===== src/rtl/stage_if_prefetch_pkg.sv =====
// stage_if_prefetch_pkg: shared fetch-stage states, widths and cache slice helpers
package stage_if_prefetch_pkg;
  localparam int ADDR_W = 32;
  localparam int INST_W = 32;
  localparam logic [INST_W-1:0] ZeroWord = '0;
  typedef enum logic [1:0] {IDLE, REFILL, WRITE} if_state_e;
  function automatic logic [ADDR_W-1:0] index_bits(input logic [ADDR_W-1:0] pc);
    return pc >> 2;
  endfunction
  function automatic logic [ADDR_W-1:0] tag_bits(input logic [ADDR_W-1:0] pc, input int index_w);
    return pc >> (index_w + 2);
  endfunction
endpackage


===== src/rtl/stage_if_prefetch_queue.sv =====
// if_inst_queue: synchronous {pc, inst} FIFO toward ID with a flush that discards all entries
module if_inst_queue #(
  parameter int DEPTH = 4,
  parameter int W = 64
) (
  input  logic         clk,
  input  logic         rst_n,
  input  logic         flush,
  input  logic         push,
  input  logic [W-1:0] wdata,
  input  logic         pop,
  output logic [W-1:0] rdata,
  output logic         full,
  output logic         empty
);
  localparam int AW = $clog2(DEPTH);
  logic [W-1:0] mem [DEPTH];
  logic [AW:0] wr, rd;
  assign empty = wr == rd;
  assign full = (wr[AW] != rd[AW]) && (wr[AW-1:0] == rd[AW-1:0]);
  assign rdata = mem[rd[AW-1:0]];
  always_ff @(posedge clk or negedge rst_n)
    if (!rst_n) begin
      wr <= '0;
      rd <= '0;
    end else if (flush) begin
      rd <= wr;
    end else begin
      if (push && !full) wr <= wr + 1'b1;
      if (pop && !empty) rd <= rd + 1'b1;
    end
  always_ff @(posedge clk)
    if (push && !full && !flush) mem[wr[AW-1:0]] <= wdata;
endmodule


===== src/rtl/stage_if_prefetch.sv =====
// stage_if_prefetch: I-cache lookup, multi-beat refill and instruction queue toward ID.
// Define IF_PERF_CNT_EN to add hit/miss performance counter ports.
module stage_if_prefetch
  import stage_if_prefetch_pkg::*;
#(
  parameter int MEM_BYTES = 1,
  parameter int QDEPTH = 4,
  parameter int INDEX_W = 7,
  parameter int TAG_W = 8,
  parameter logic [ADDR_W-1:0] RESET_PC = 32'h0
) (
  input  logic                   clk,
  input  logic                   rst_n,
  input  logic                   branch_en_i,
  input  logic [ADDR_W-1:0]      branch_addr_i,
  input  logic                   id_ready_i,
`ifdef IF_PERF_CNT_EN
  output logic [31:0]            hit_cnt_o,
  output logic [31:0]            miss_cnt_o,
`endif
  output logic                   inst_valid_o,
  output logic [ADDR_W-1:0]      pc_o,
  output logic [INST_W-1:0]      inst_o,
  output logic                   mem_req_o,
  output logic [ADDR_W-1:0]      mem_addr_o,
  input  logic                   mem_stall_i,
  input  logic [8*MEM_BYTES-1:0] mem_data_i,
  output logic [INDEX_W-1:0]     cache_index_o,
  output logic [TAG_W-1:0]       cache_tag_o,
  input  logic                   cache_hit_i,
  input  logic [INST_W-1:0]      cache_data_i,
  output logic                   cache_we_o,
  output logic [INDEX_W-1:0]     cache_windex_o,
  output logic [TAG_W-1:0]       cache_wtag_o,
  output logic [INST_W-1:0]      cache_wdata_o
);
  localparam int BEATS = 4 / MEM_BYTES;
  localparam int BW = $clog2(BEATS + 1);
  localparam int KW = BEATS > 1 ? $clog2(BEATS) : 1;
  if_state_e state, state_n;
  logic [ADDR_W-1:0] fetch_pc, pc_n, lookup_pc;
  logic [BW-1:0] beat, beat_n;
  logic [KW-1:0] pend_k, pend_k_n;
  logic pend, pend_n, push, full, empty, lookup_go;
  logic [INST_W-1:0] word, word_n;
  logic [ADDR_W+INST_W-1:0] qdata, head;
  assign lookup_go = state == IDLE && !branch_en_i && !full;
  assign lookup_pc = branch_en_i ? branch_addr_i : fetch_pc;
  assign cache_index_o = INDEX_W'(index_bits(lookup_pc));
  assign cache_tag_o = TAG_W'(tag_bits(lookup_pc, INDEX_W));
  assign cache_windex_o = cache_we_o ? INDEX_W'(index_bits(fetch_pc)) : '0;
  assign cache_wtag_o = cache_we_o ? TAG_W'(tag_bits(fetch_pc, INDEX_W)) : '0;
  assign cache_wdata_o = cache_we_o ? word : ZeroWord;
  assign mem_req_o = state == REFILL && beat < BW'(BEATS);
  assign mem_addr_o = mem_req_o ? fetch_pc + 32'(beat) * 32'(MEM_BYTES) : ZeroWord;
  assign inst_valid_o = !empty;
  assign {pc_o, inst_o} = empty ? head : qdata;
  always_comb begin
    state_n = state;
    pc_n = fetch_pc;
    beat_n = beat;
    pend_n = 1'b0;
    pend_k_n = pend_k;
    word_n = word;
    push = 1'b0;
    cache_we_o = 1'b0;
    if (branch_en_i) begin
      state_n = IDLE;
      pc_n = branch_addr_i;
      beat_n = '0;
    end else if (state == IDLE) begin
      if (lookup_go && cache_hit_i) begin
        push = 1'b1;
        pc_n = fetch_pc + 32'd4;
      end else if (lookup_go) begin
        state_n = REFILL;
        beat_n = '0;
      end
    end else if (state == REFILL) begin
      if (mem_req_o && !mem_stall_i) begin
        beat_n = beat + 1'b1;
        pend_n = 1'b1;
        pend_k_n = KW'(beat);
      end
      // Data lags its beat by one cycle; the last beat's data completes the word.
      if (pend) begin
        word_n[int'(pend_k) * 8 * MEM_BYTES +: 8 * MEM_BYTES] = mem_data_i;
        state_n = pend_k == KW'(BEATS - 1) ? WRITE : REFILL;
      end
    end else begin
      push = 1'b1;
      cache_we_o = 1'b1;
      pc_n = fetch_pc + 32'd4;
      state_n = IDLE;
    end
  end
  always_ff @(posedge clk or negedge rst_n)
    if (!rst_n) begin
      state <= IDLE;
      fetch_pc <= RESET_PC;
      beat <= '0;
      pend <= 1'b0;
      pend_k <= '0;
      word <= ZeroWord;
      head <= '0;
    end else begin
      state <= state_n;
      fetch_pc <= pc_n;
      beat <= beat_n;
      pend <= pend_n;
      pend_k <= pend_k_n;
      word <= word_n;
      if (!empty) head <= qdata;
    end
`ifdef IF_PERF_CNT_EN
  always_ff @(posedge clk or negedge rst_n)
    if (!rst_n) begin
      hit_cnt_o <= '0;
      miss_cnt_o <= '0;
    end else begin
      hit_cnt_o <= hit_cnt_o + 32'(lookup_go && cache_hit_i);
      miss_cnt_o <= miss_cnt_o + 32'(lookup_go && !cache_hit_i);
    end
`endif
  if_inst_queue #(.DEPTH(QDEPTH), .W(ADDR_W + INST_W)) u_queue (
    .clk   (clk),
    .rst_n (rst_n),
    .flush (branch_en_i),
    .push  (push),
    .wdata ({fetch_pc, state == WRITE ? word : cache_data_i}),
    .pop   (id_ready_i),
    .rdata (qdata),
    .full  (full),
    .empty (empty)
  );
endmodule

===== config.mk =====
export PLATFORM = sky130hd
export DESIGN_NAME = stage_if_prefetch
export DESIGN_NICKNAME = d
export VERILOG_FILES = /design/src/rtl/stage_if_prefetch_pkg.sv /design/src/rtl/stage_if_prefetch_queue.sv /design/src/rtl/stage_if_prefetch.sv
export SDC_FILE = /design/constraint.sdc
export NUM_CORES = 1
export LEC_CHECK = 0
export ABC_CLOCK_PERIOD_IN_PS = 6200
export CAP_MARGIN = 20
export CORE_AREA = 2 2 200 202
export DETAILED_ROUTE_END_ITERATION = 8
export DIE_AREA = 0 0 202 204
export PLACE_DENSITY_LB_ADDON = 0.12
export SLEW_MARGIN = 15
export SYNTH_ARGS = -nofsm -noshare
export SYNTH_HDL_FRONTEND = slang
export SYNTH_SLANG_ARGS = --single-unit

===== constraint.sdc =====
create_clock -name clk -period 6.2 [get_ports clk]
set_input_delay 1.86 -clock clk [delete_from_list [all_inputs] [get_ports clk]]
set_output_delay 1.86 -clock clk [all_outputs]
set_load 0.1 [all_outputs]

Yosys cells after proc, flatten, opt, wreduce, memory -nomap -nowiden
Memories as Yosys holds them, arrays and structs flattened.
Cells that the tools add are included.
{ "classes": {"n_mux": 39, "n_bitwise": 2, "addsub": 6, "eq_ne": 11, "magnitude_cmp": 1, "shifts": 2, "reduce_logical": 23} }
{ "op_table": {"columns": ["cell", "count"], "rows": [
  ["$mux W32", 7],
  ["$mux W64", 1],
  ["$neg A5 Y33", 1],
  ["$shift A8 B33 Y32 const A", 1],
  ["$shiftx A8 B33 Y32", 1],
  ["$add A32 B3 Y32", 1],
  ["$add A32 B3 Y32 const B", 1],
  ["$bwmux W32", 1],
  ["$mux W3", 8],
  ["$mux W17", 1],
  ["$mux W2", 7],
  ["$mux W1", 12],
  ["$reduce_and A4 Y1", 3],
  ["$add A3 B1 Y3 const B", 3],
  ["$logic_and A1 B1 Y1", 9],
  ["$ne A3 B3 Y1 const B", 3],
  ["$mux W8", 1],
  ["$mux W7", 1],
  ["$reduce_bool A3 Y1", 2],
  ["$eq A2 B2 Y1 const B", 2],
  ["$logic_not A1 Y1", 4],
  ["$ne A4 B4 Y1 const B", 1],
  ["$reduce_and A2 Y1", 2],
  ["$eq A3 B3 Y1", 1],
  ["9 further kinds", 10]
]} }
{ "totals": {"output_inout_bits": 161, "wordCells": 94, "in_bits": 78, "memories": 1, "ramBits": 256, "register_bits": 142} }
{ "mem_list": {"columns": ["memory", "depth", "word_bits", "rd", "rd_ports_with_merged_regs", "write_ports", "line_no", "rtl"], "rows": [
  ["u_queue.mem", 4, 64, 1, 0, 1, "stage_if_prefetch_queue.sv:17", "logic [W-1:0] mem [DEPTH];"]
]} }

Longest topological paths before layout
Gate-level depths: netlist (run 1).
{ "depth": {"word_depth": 12, "depth_mapped": 7, "depth_no_buf": 7} }

By module
Synthesis (run 1) repeated with hierarchy kept, for this count alone.
{ "unflattened": {"hier_cells": 1200, "area_unflattened_um2": 17551.8} }
{ "by_module_without_submodules": {"columns": ["mod", "seq_area_each_um2", "instances", "cells_each", "area_each_um2"], "rows": [
  ["if_inst_queue", 7837.5, 1, 392, 9774.4],
  ["stage_if_prefetch", 3403.3, 1, 808, 7777.5]
]} }

Least setup slack after synthesis (run 1)
No wires, ideal clock.
{ "synth_path": {"path_type": "input to output", "startpoint": "input port branch_en_i", "endpoint": "output port cache_tag_o[6]", "path_slack_ns": -0.280, "path_stages": 4, "path_buffers": 3, "arrival_ns": 4.620, "required_time_ns": 4.340, "path_cell_list": "buf_2 > buf_1 > clkbuf_1 > o21ai_0"} }
{ "synth_via": {"elab_chain_cells": 1} }
{ "synth_lines": {"columns": ["item", "line_no", "rtl"], "rows": [
  ["start: declaration", "stage_if_prefetch.sv:14", "input logic branch_en_i,"],
  ["$mux W17", "stage_if_prefetch.sv:48", "assign lookup_pc = branch_en_i ? branch_addr_i : fetch_pc;"],
  ["end: declaration", "stage_if_prefetch.sv:29", "output logic [TAG_W-1:0] cache_tag_o,"]
]} }
Every way passes these cells.

Worst setup path in the final report (run 1)
{ "layout_path": {"startpoint": "register fetch_pc[2]", "endpoint": "output port mem_addr_o[26]"} }
{ "layout_via": {"elab_chain_cells": 2} }
{ "layout_lines": {"columns": ["item", "line_no", "rtl"], "rows": [
  ["start: declaration", "stage_if_prefetch.sv:41", "logic [ADDR_W-1:0] fetch_pc, pc_n, lookup_pc;"],
  ["start signal: assignment", "stage_if_prefetch.sv:108", "fetch_pc <= pc_n;"],
  ["$add A32 B3 Y32", "stage_if_prefetch.sv:55", "assign mem_addr_o = mem_req_o ? fetch_pc + 32'(beat) * 32'(MEM_BYTES) : ZeroWord;"],
  ["$mux W32", "stage_if_prefetch.sv:55", null],
  ["end: declaration", "stage_if_prefetch.sv:25", "output logic [ADDR_W-1:0] mem_addr_o,"]
]} }
Every way passes these cells.

==> results of run 1 <==
==> cells in the mapped netlist, types with 20 or more instances <==
library cell,instances
edfxtp_1,256
dfrtp_1,142
nand2_1,111
mux2_2,105
o21ai_0,76
mux4_2,64
and2_1,55
nor2_1,48
clkbuf_1,39
xnor2_1,27
buf_2,22
xor2_1,20
==> per-layer routing <==
layer	up-vias	track usage	wire length, µm
met3	78	0.0491	3400
met4	6	0.0691	1140
met5	-	0	38
met2	444	0.337	20500
met1	5348	0.309	19500
li1	4813	-	-
==> layout by cell type, fill, tap and decap left out, types with 13 or more instances in the layout <==
cell type and count:
a21oi_1 14, and2_1 51, buf_4 170, clkbuf_1 17
clkbuf_16 45, clkdlybuf4s50_1 76, dfrtp_1 140, edfxtp_1 256
ha_1 16, inv_1 18, mux2_2 105, mux4_2 64
nand2_1 111, nand3_1 13, nand4_1 18, nor2_1 48
o21ai_0 75, xnor2_1 27, xor2_1 20
==> logic make-up after synthesis <==
logic type / share of synthesized area
AOI/OAI and AO/OA: 0.0453
xor gates and xnor gates: 0.0266
adders and majority gates: 0.0127
buffers and inverters: 0.0212
DFF: 0.649
muxes: 0.153
and+or+nand+nor: 0.0914
==> state kept, by name (all words and copies together), names as in the netlist <==
name,flops
beat,3
state,2
u_queue.rd,3
head,64
u_queue.wr,3
pend_k,2
fetch_pc,32
u_queue.mem,256
word,32
pend,1
==> worst max-delay path by stage <==
stage	end	slack, ns	depth (start not counted)
4_1_cts	mem_addr_o[26]	0.94	7
3_3_place_gp	cache_wdata_o[5]	1.14	5
3_5_place_dp	cache_wdata_o[7]	1.08	5
6_report	mem_addr_o[26]	0.90	7
5_1_grt	mem_addr_o[26]	0.72	7
2_1_floorplan	cache_index_o[1]	-0.19	4
==> area by class of cell <==
type,instances,area share
repair buffers,258,0.104
clock inverters,15,0.00711
well taps,525,0.0309
clock buffers,64,0.0572
inverters,18,0.00317
multi-input cells,677,0.269
flip-flops and latches,398,0.528
==> through the flow <==
step / TNS [ns] / setup WS (ns) / utilization
floorplan: -1.37 / -0.187 / -
global placement: 0 / 1.14 / 0.508
detailed placement: 0 / 1.08 / 0.508
CTS: 0 / 0.937 / 0.543
global route: 0 / 0.722 / 0.543
finish: 0 / 0.898 / 0.543
==> qor.csv, run 1 <==
stage,metric,value,unit
route,drt_iter0_markers,661,
route,drc,0,
worst_setup_path,cpPeakStageDelay,0.54,ns
sta,slew_viol_final,0,
clock_network,path_clk_slew,0.06,ns
yosys,syn_inst,1163,
die,fp.dieArea,41200,µm²
route,routed_via_density,5.47,
route,postRouteAntennaNets,0,
die,die_w,202,µm
yosys,synthesis.area,17300,µm²
clock_network,cts_buffers,43,
clock_network,hold_buffers,0,
hold_path,min_from,head[60]$_DFF_PN0_,
yosys,ys_seq_area_frac,0.649,
sta,hold_viol,0,
worst_setup_path,startpoint,fetch_pc[2]$_DFFE_PN0P_,
layout,nFillCells,3245,
hold_path,hp-class,reg -> reg,
place,dp_cells,1875,
clock_network,cts_buffer_depth,3,
place,dp_hpwl,28.8,mm
sta,fin_crit_sh,0.855,
route,routed_wl,44.6,mm
worst_setup_path,crit_chain,ha_1 > a21oi_1 > nor3_4 > nand4_1 > or3_1 > a21oi_1 > buf_4,
layout,drive_gt1_frac,0.308,
worst_setup_path,cp_slowest_cell,dfrtp_1,
worst_setup_path,r2r_slack,3.06,ns
sta,worst_pin_slew,1.14,ns
die,num_rows,73,
layout,seqCellArea,11200,µm²
layout,syn_to_final_growth,23.0,%
yosys,syn_nets,1258,
clock_network,cts_resized,0,
yosys,ys.flop_type,edfxtp_1,
worst_setup_path,setup.worst_path.end_class,output port,
die,io_pins,239,
sta,max_freq,189,MHz
layout,final_nets,1491,
yosys,yosysUniqueCellTypes,68,
layout,antenna_cells,0,
worst_setup_path,path_max_fanout,10,
global_routing,grt_overflow_total,0,
sta,relSlewSlack,0.236,
yosys,yosysWarnings,0,
status,status,"finished, final reports clean",
route,dr.pass1.iters,6,
route,wl_per_cell,22.8,µm
worst_setup_path,r2r_start,u_queue.rd[0]$_DFFE_PN0P_,
worst_setup_path,reg2reg_to,u_queue.mem[1][54]$_DFFE_PP_,
layout,fin_cells,1955,
worst_setup_path,worstPathArrival,3.44,ns
global_routing,grt_pass1_wl,67.9,mm
worst_setup_path,setup.worst_path.start_class,flip-flop,
yosys,synth_area_leader_cell,edfxtp_1,
worst_setup_path,r2r_cells,4,
flow_run,maxCapViolCount,0,
sta,setup_violations,0,
die,dieHeight,204,µm
sta,layout_min_cycle_time,5.30,ns
layout,post-route-cell-area,21300,µm²
place,dpl-instance-area,19900,µm²
global_routing,grt_max_degree,81,
sta,fin_skew,0.0142,ns
place,gp_congestion,0.851,
worst_setup_path,crit_top_cell,a21oi_1,
yosys,syn_area_per_cell,14.9,µm²
yosys,synth-async-reset-ratio,0.357,
route,vias,10700,
yosys,synth_top_area_frac,0.444,
hold_path,whs_endpoint,head[60]$_DFF_PN0_,
global_routing,antenna_found_initial,3,
worst_setup_path,crit_type,reg -> out,
yosys,synth_area_leaders,"edfxtp_1 (44%), dfrtp_1 (21%), mux4_2 (8.3%)",
sta,hold_slack,0.495,ns
yosys,synth_edf_count,256,
clock_network,postCtsSetupRepairBufs,0,
worst_setup_path,required,4.34,ns
die,initial_core_util,0.442,
global_routing,grt_pass1_vias,10800,
clock_network,htree_num_levels,2,
place,numPortBuffers,238,
hold_path,holdPathStages,1,
die,core-area,39200,µm²
worst_setup_path,worst-path-buf-inv,1,
clock_network,cts_root_buffer,clkbuf_16,
global_routing,grtUsageTotal,0.218,
clock_network,cts_tree,yes,
clock_network,clk_latency,0.55,ns
worst_setup_path,path_delay_family,simple AND/OR/NAND/NOR gates,
layout,multi_input_area,5730,µm²
sta,rsz0062_at_grt,false,
yosys,ys_ff_latch,398,
clock_network,clock-sinks,398,
Power of run 1 is not shown: default switching activity piles up to over one toggle a cycle in this logic, so the estimate is an artifact.
==> run 2: changes to the inputs <==
--- a/config.mk
+++ b/config.mk
@@ -10,7 +10,9 @@
 export CORE_AREA = 2 2 200 202
 export DETAILED_ROUTE_END_ITERATION = 8
 export DIE_AREA = 0 0 202 204
+export GPL_TIMING_DRIVEN = 0
 export PLACE_DENSITY_LB_ADDON = 0.12
+export SETUP_SLACK_MARGIN = 0.02
 export SLEW_MARGIN = 15
 export SYNTH_ARGS = -nofsm -noshare
 export SYNTH_HDL_FRONTEND = slang
==> run 2 against run 1 <==
Via count grew 2.6%. Sequential share of layout area shrank 1.8 points. Die area is the same. Critical endpoint is now mem_addr_o[17]. Design area grew 3.4%. Register-to-register slack gained 0.52 ns.
==> qor.csv, run 2 (synthesized netlist as in run 1, its figures left out) <==
stage,metric,value,unit
place,dp_cells,1931,
route,wl_per_cell,23.6,µm
worst_setup_path,path_max_fanout,10,
route,postRouteAntennaNets,0,
sta,hold_viol,0,
layout,syn_to_final_growth,27.3,%
global_routing,grtUsageTotal,0.231,
clock_network,cts_root_buffer,clkbuf_16,
worst_setup_path,required,4.34,ns
clock_network,hold_buffers,0,
hold_path,hp-class,reg -> reg,
global_routing,antenna_found_initial,2,
sta,layout_min_cycle_time,6.06,ns
route,drc,0,
worst_setup_path,crit_type,reg -> out,
die,io_pins,239,
worst_setup_path,worstPathArrival,4.20,ns
global_routing,grt_pass1_vias,11000,
worst_setup_path,setup.worst_path.start_class,flip-flop,
route,routed_via_density,5.45,
worst_setup_path,startpoint,fetch_pc[2]$_DFFE_PN0P_,
die,dieHeight,204,µm
status,status,"finished, final reports clean",
flow_run,maxCapViolCount,0,
route,routed_wl,47.5,mm
global_routing,grt_pass1_wl,70.9,mm
sta,fin_skew,0.0209,ns
sta,relSlewSlack,0.261,
clock_network,cts_buffer_depth,3,
hold_path,whs_endpoint,word[12]$_DFFE_PN0P_,
clock_network,htree_num_levels,2,
sta,fin_tns_setup,0,ns
layout,drive_gt1_frac,0.203,
global_routing,grt_max_degree,60,
route,dr.pass1.iters,5,
layout,seqCellArea,11200,µm²
worst_setup_path,r2r_start,state[0]$_DFFE_PN0P_,
clock_network,path_clk_slew,0.07,ns
route,top_layer_used,met5,
clock_network,postCtsSetupRepairBufs,0,
layout,fin_cells,2013,
die,die_w,202,µm
place,dp_hpwl,32.3,mm
clock_network,cts_resized,51,
hold_path,min_from,word[12]$_DFFE_PN0P_,
route,wl_met2,22.2,mm
route,vias,11000,
route,route.met3.wl,3.42,mm
worst_setup_path,r2r_slack,3.58,ns
clock_network,clk_latency,0.57,ns
sta,worst_pin_slew,1.10,ns
clock_network,cts_buffers,43,
sta,setup_violations,0,
worst_setup_path,r2r_cells,5,
global_routing,grt_overflow_total,0,
die,core-area,39200,µm²
sta,max_freq,165,MHz
layout,final_nets,1547,
layout,multi_input_area,5710,µm²
layout,final_cell_mix,"edfxtp_1 (256), clkdlybuf4s50_1 (194), dfrtp_1 (142)",
layout,utilization,0.562,
route,drt_iter0_markers,744,
clock_network,clock-sinks,398,
place,numPortBuffers,237,
layout,largest_register_ffs,256,
route,wirelength_met1,21.0,mm
worst_setup_path,reg2reg_to,u_queue.mem[0][48]$_DFFE_PP_,
sta,slew_viol_final,0,
worst_setup_path,setup.worst_path.end_class,output port,
layout,mostFrequentLayoutCell,edfxtp_1,
die,initial_core_util,0.442,
die,num_rows,73,
sta,rsz0062_at_grt,false,
clock_network,cts_tree,yes,
die,fp.dieArea,41200,µm²
place,gp_congestion,0.941,
hold_path,holdPathStages,2,
layout,nFillCells,3204,
sta,fin_crit_sh,0.977,
## run 2: worst max path at each step
stage	to	slack [ns]	cells past startpoint
2_1_floorplan	cache_index_o[1]	-0.19	4
4_1_cts	cache_wdata_o[5]	0.02	6
3_3_place_gp	head[56]$_DFF_PN0_	-3.40	1
3_5_place_dp	cache_index_o[4]	-1.07	7
5_1_grt	mem_addr_o[26]	0.02	7
6_report	mem_addr_o[17]	0.14	7
## run 2: cell type report
type / instances / area share
inverters: 18 / 0.00307
multi-input cells: 677 / 0.259
repair buffers: 244 / 0.117
clock buffers: 56 / 0.0548
diodes: 1 / 0.000114
clock inverters: 24 / 0.0122
well taps: 525 / 0.0298
plain buffers: 70 / 0.0139
flip-flops and latches: 398 / 0.510
## run 2: stage by stage
step           instance area [µm²]  hold WS (ns)  setup slack (ns)
2_1_floorplan                17300         0.458            -0.187
3_3_place_gp                 20300         0.478             -3.40
5_1_grt                      22000         0.507            0.0207
6_report                     22000         0.488             0.144
3_5_place_dp                 20500         0.486             -1.07
4_1_cts                      22000         0.494            0.0235
## run 2: metal layers
layer | up-vias | global-route usage
met5 | - | 0
met3 | 63 | 0.0534
met2 | 419 | 0.368
li1 | 4940 | -
met1 | 5542 | 0.327
met4 | 4 | 0.0507
## run 2: worst max-delay path: stages, from the launching register on
cell and delay (ns):
dfrtp_1 0.66, ha_1 0.36, a21oi_1 0.54, clkbuf_1 0.50, nor4_1 0.16, xnor2_1 0.15
nor2_1 0.10, clkdlybuf4s50_1 1.16
Power of run 2 is left out for the same reason.
==> run 3: changes to the inputs <==
--- a/config.mk
+++ b/config.mk
@@ -7,9 +7,9 @@
 export LEC_CHECK = 0
 export ABC_CLOCK_PERIOD_IN_PS = 6200
 export CAP_MARGIN = 20
-export CORE_AREA = 2 2 200 202
+export CORE_AREA = 2 2 181 183
 export DETAILED_ROUTE_END_ITERATION = 8
-export DIE_AREA = 0 0 202 204
+export DIE_AREA = 0 0 183 185
 export GPL_TIMING_DRIVEN = 0
 export PLACE_DENSITY_LB_ADDON = 0.12
 export SETUP_SLACK_MARGIN = 0.02
==> run 3 against run 2 <==
Flip-flop and latch count did not move. Non-clock buffer count is 2 lower. Final cell count shrank 6.1%. Register-to-register slack worse by 0.02 ns. Highest routed layer is now met4.
==> qor.csv, run 3 (synthesized netlist as in run 1, its figures left out) <==
stage,metric,value,unit
route,drc,0,
route,wl_per_cell,22.9,µm
place,gp_congestion,0.928,
place,dpl-instance-area,20300,µm²
clock_network,hold_buffers,0,
sta,max_freq,164,MHz
global_routing,grt_overflow_total,0,
sta,slew_viol_final,0,
route,dr.pass1.iters,5,
sta,rsz0062_at_grt,false,
hold_path,hp-class,reg -> reg,
place,dp_hpwl,29.6,mm
clock_network,path_clk_slew,0.06,ns
global_routing,grt_pass1_wl,66.8,mm
route,routed_via_density,5.80,
global_routing,grtUsageTotal,0.262,
sta,hold_viol,0,
global_routing,grt_max_degree,76,
layout,final_cell_mix,"edfxtp_1 (256), clkdlybuf4s50_1 (194), dfrtp_1 (142)",
worst_setup_path,worstPathArrival,4.23,ns
sta,fin_crit_sh,0.983,
sta,worst_pin_slew,1.19,ns
layout,largest_register_ffs,256,
global_routing,antenna_found_initial,0,
sta,layout_min_cycle_time,6.09,ns
place,numPortBuffers,237,
clock_network,cts_buffers,42,
die,fp.dieArea,33900,µm²
sta,fin_skew,0.0138,ns
worst_setup_path,setup.worst_path.end_class,output port,
sta,relSlewSlack,0.206,
clock_network,cts_buffer_depth,3,
clock_network,clk_latency,0.54,ns
sta,setup_violations,0,
layout,final_nets,1544,
die,core-area,32000,µm²
status,status,"finished, final reports clean",
clock_network,clock-sinks,398,
layout,post-route-cell-area,21700,µm²
worst_setup_path,crit_type,in -> out,
worst_setup_path,setup.worst_path.start_class,primary input,
die,io_pins,239,
layout,drive_gt1_frac,0.215,
flow_run,maxCapViolCount,0,
sta,setup_slack,0.106,ns
die,die_w,183,µm
clock_network,cts_root_buffer,clkbuf_16,
layout,mostFrequentLayoutCell,edfxtp_1,
worst_setup_path,path_max_fanout,10,
die,initial_core_util,0.540,
global_routing,grt_pass1_vias,11200,
layout,utilization,0.677,
route,routed_wl,43.4,mm
die,num_rows,66,
route,vias,11000,
clock_network,cts_tree,yes,
worst_setup_path,required,4.34,ns
place,dp_slack,-0.947,ns
layout,syn_to_final_growth,25.2,%
die,dieHeight,185,µm
route,postRouteAntennaNets,0,
route,drt_iter0_markers,812,
clock_network,htree_num_levels,2,
==> run 3: changes by cell type in the layout (fill, tap and decap cells not counted), sizes merged <==
cell           previous run  this run
clkbuf                   97       117
dlygate4sd2              17         5
dlymetal6s2s             16         8
buf                      37        35
clkinv                   14        16
clkinvlp                  3         1
inv                      20        18
bufinv                    5         4
clkdlybuf4s15             8         9
clkdlybuf4s18             1         0
==> run 3: routing by layer <==
layer | global-route usage | routed length (µm) | part of all wire
met2 | 0.421 | 20800 | 0.48
met3 | 0.0399 | 2130 | 0.049
met1 | 0.372 | 19100 | 0.44
met4 | 0.0842 | 1250 | 0.029
met5 | 0 | 0 | 0
==> run 3: cell type report <==
cell class	instances	area (µm²)
Antenna cell	1	2.50
Buffer	70	304
Clock buffer	56	1180
Clock inverter	21	234
Fill cell	2337	10400
Inverter	18	67.6
Multi-Input combinational cell	677	5710
Sequential cell	398	11200
Tap cell	408	510
Timing Repair Buffer	242	2430
==> run 3: per-stage QoR <==
| step | TNS [ns] | hold slack, ns | instances |
|---|---|---|---|
| 6_report | 0 | 0.492 | 1891 |
| 5_1_grt | 0 | 0.512 | 1890 |
| 4_1_cts | 0 | 0.498 | 1890 |
| 3_5_place_dp | -11.59 | 0.484 | 1813 |
| 3_3_place_gp | -499.88 | 0.474 | 1808 |
| 2_1_floorplan | -1.37 | 0.458 | 1163 |
==> run 3: final timing paths <==
kind | startpoint | endpoint | slack [ns] | depth (start not counted)
worst max-delay path | branch_en_i | cache_windex_o[3] | 0.11 | 5
worst min-delay path | head[56]$_DFF_PN0_ | head[56]$_DFF_PN0_ | 0.49 | 1
worst max register to register | u_queue.rd[1]$_DFFE_PN0P_ | head[15]$_DFF_PN0_ | 3.56 | 4
worst min register to register | head[56]$_DFF_PN0_ | head[56]$_DFF_PN0_ | 0.49 | 1
max in group asynchronous | rst_n | head[56]$_DFF_PN0_ | 4.07 | 2
min in group asynchronous | rst_n | head[12]$_DFF_PN0_ | 1.31 | 1
==> run 3: worst max-delay path: stages <==
cell and delay, ns:
buf_2 0.16, nor2b_1 0.27, clkbuf_1 0.59, and2_1 0.22, clkdlybuf4s50_1 1.13
==> run 3: timing repair <==
| action | in CTS | in global routing |
|---|---|---|
| gates resized for setup | 62 | 49 |
| setup endpoints to repair | 35 | 32 |
| pin swaps | 0 | 0 |
| gates cloned | 0 | 0 |
| buffers inserted | 0 | 0 |
Power of run 3 is left out for the same reason.
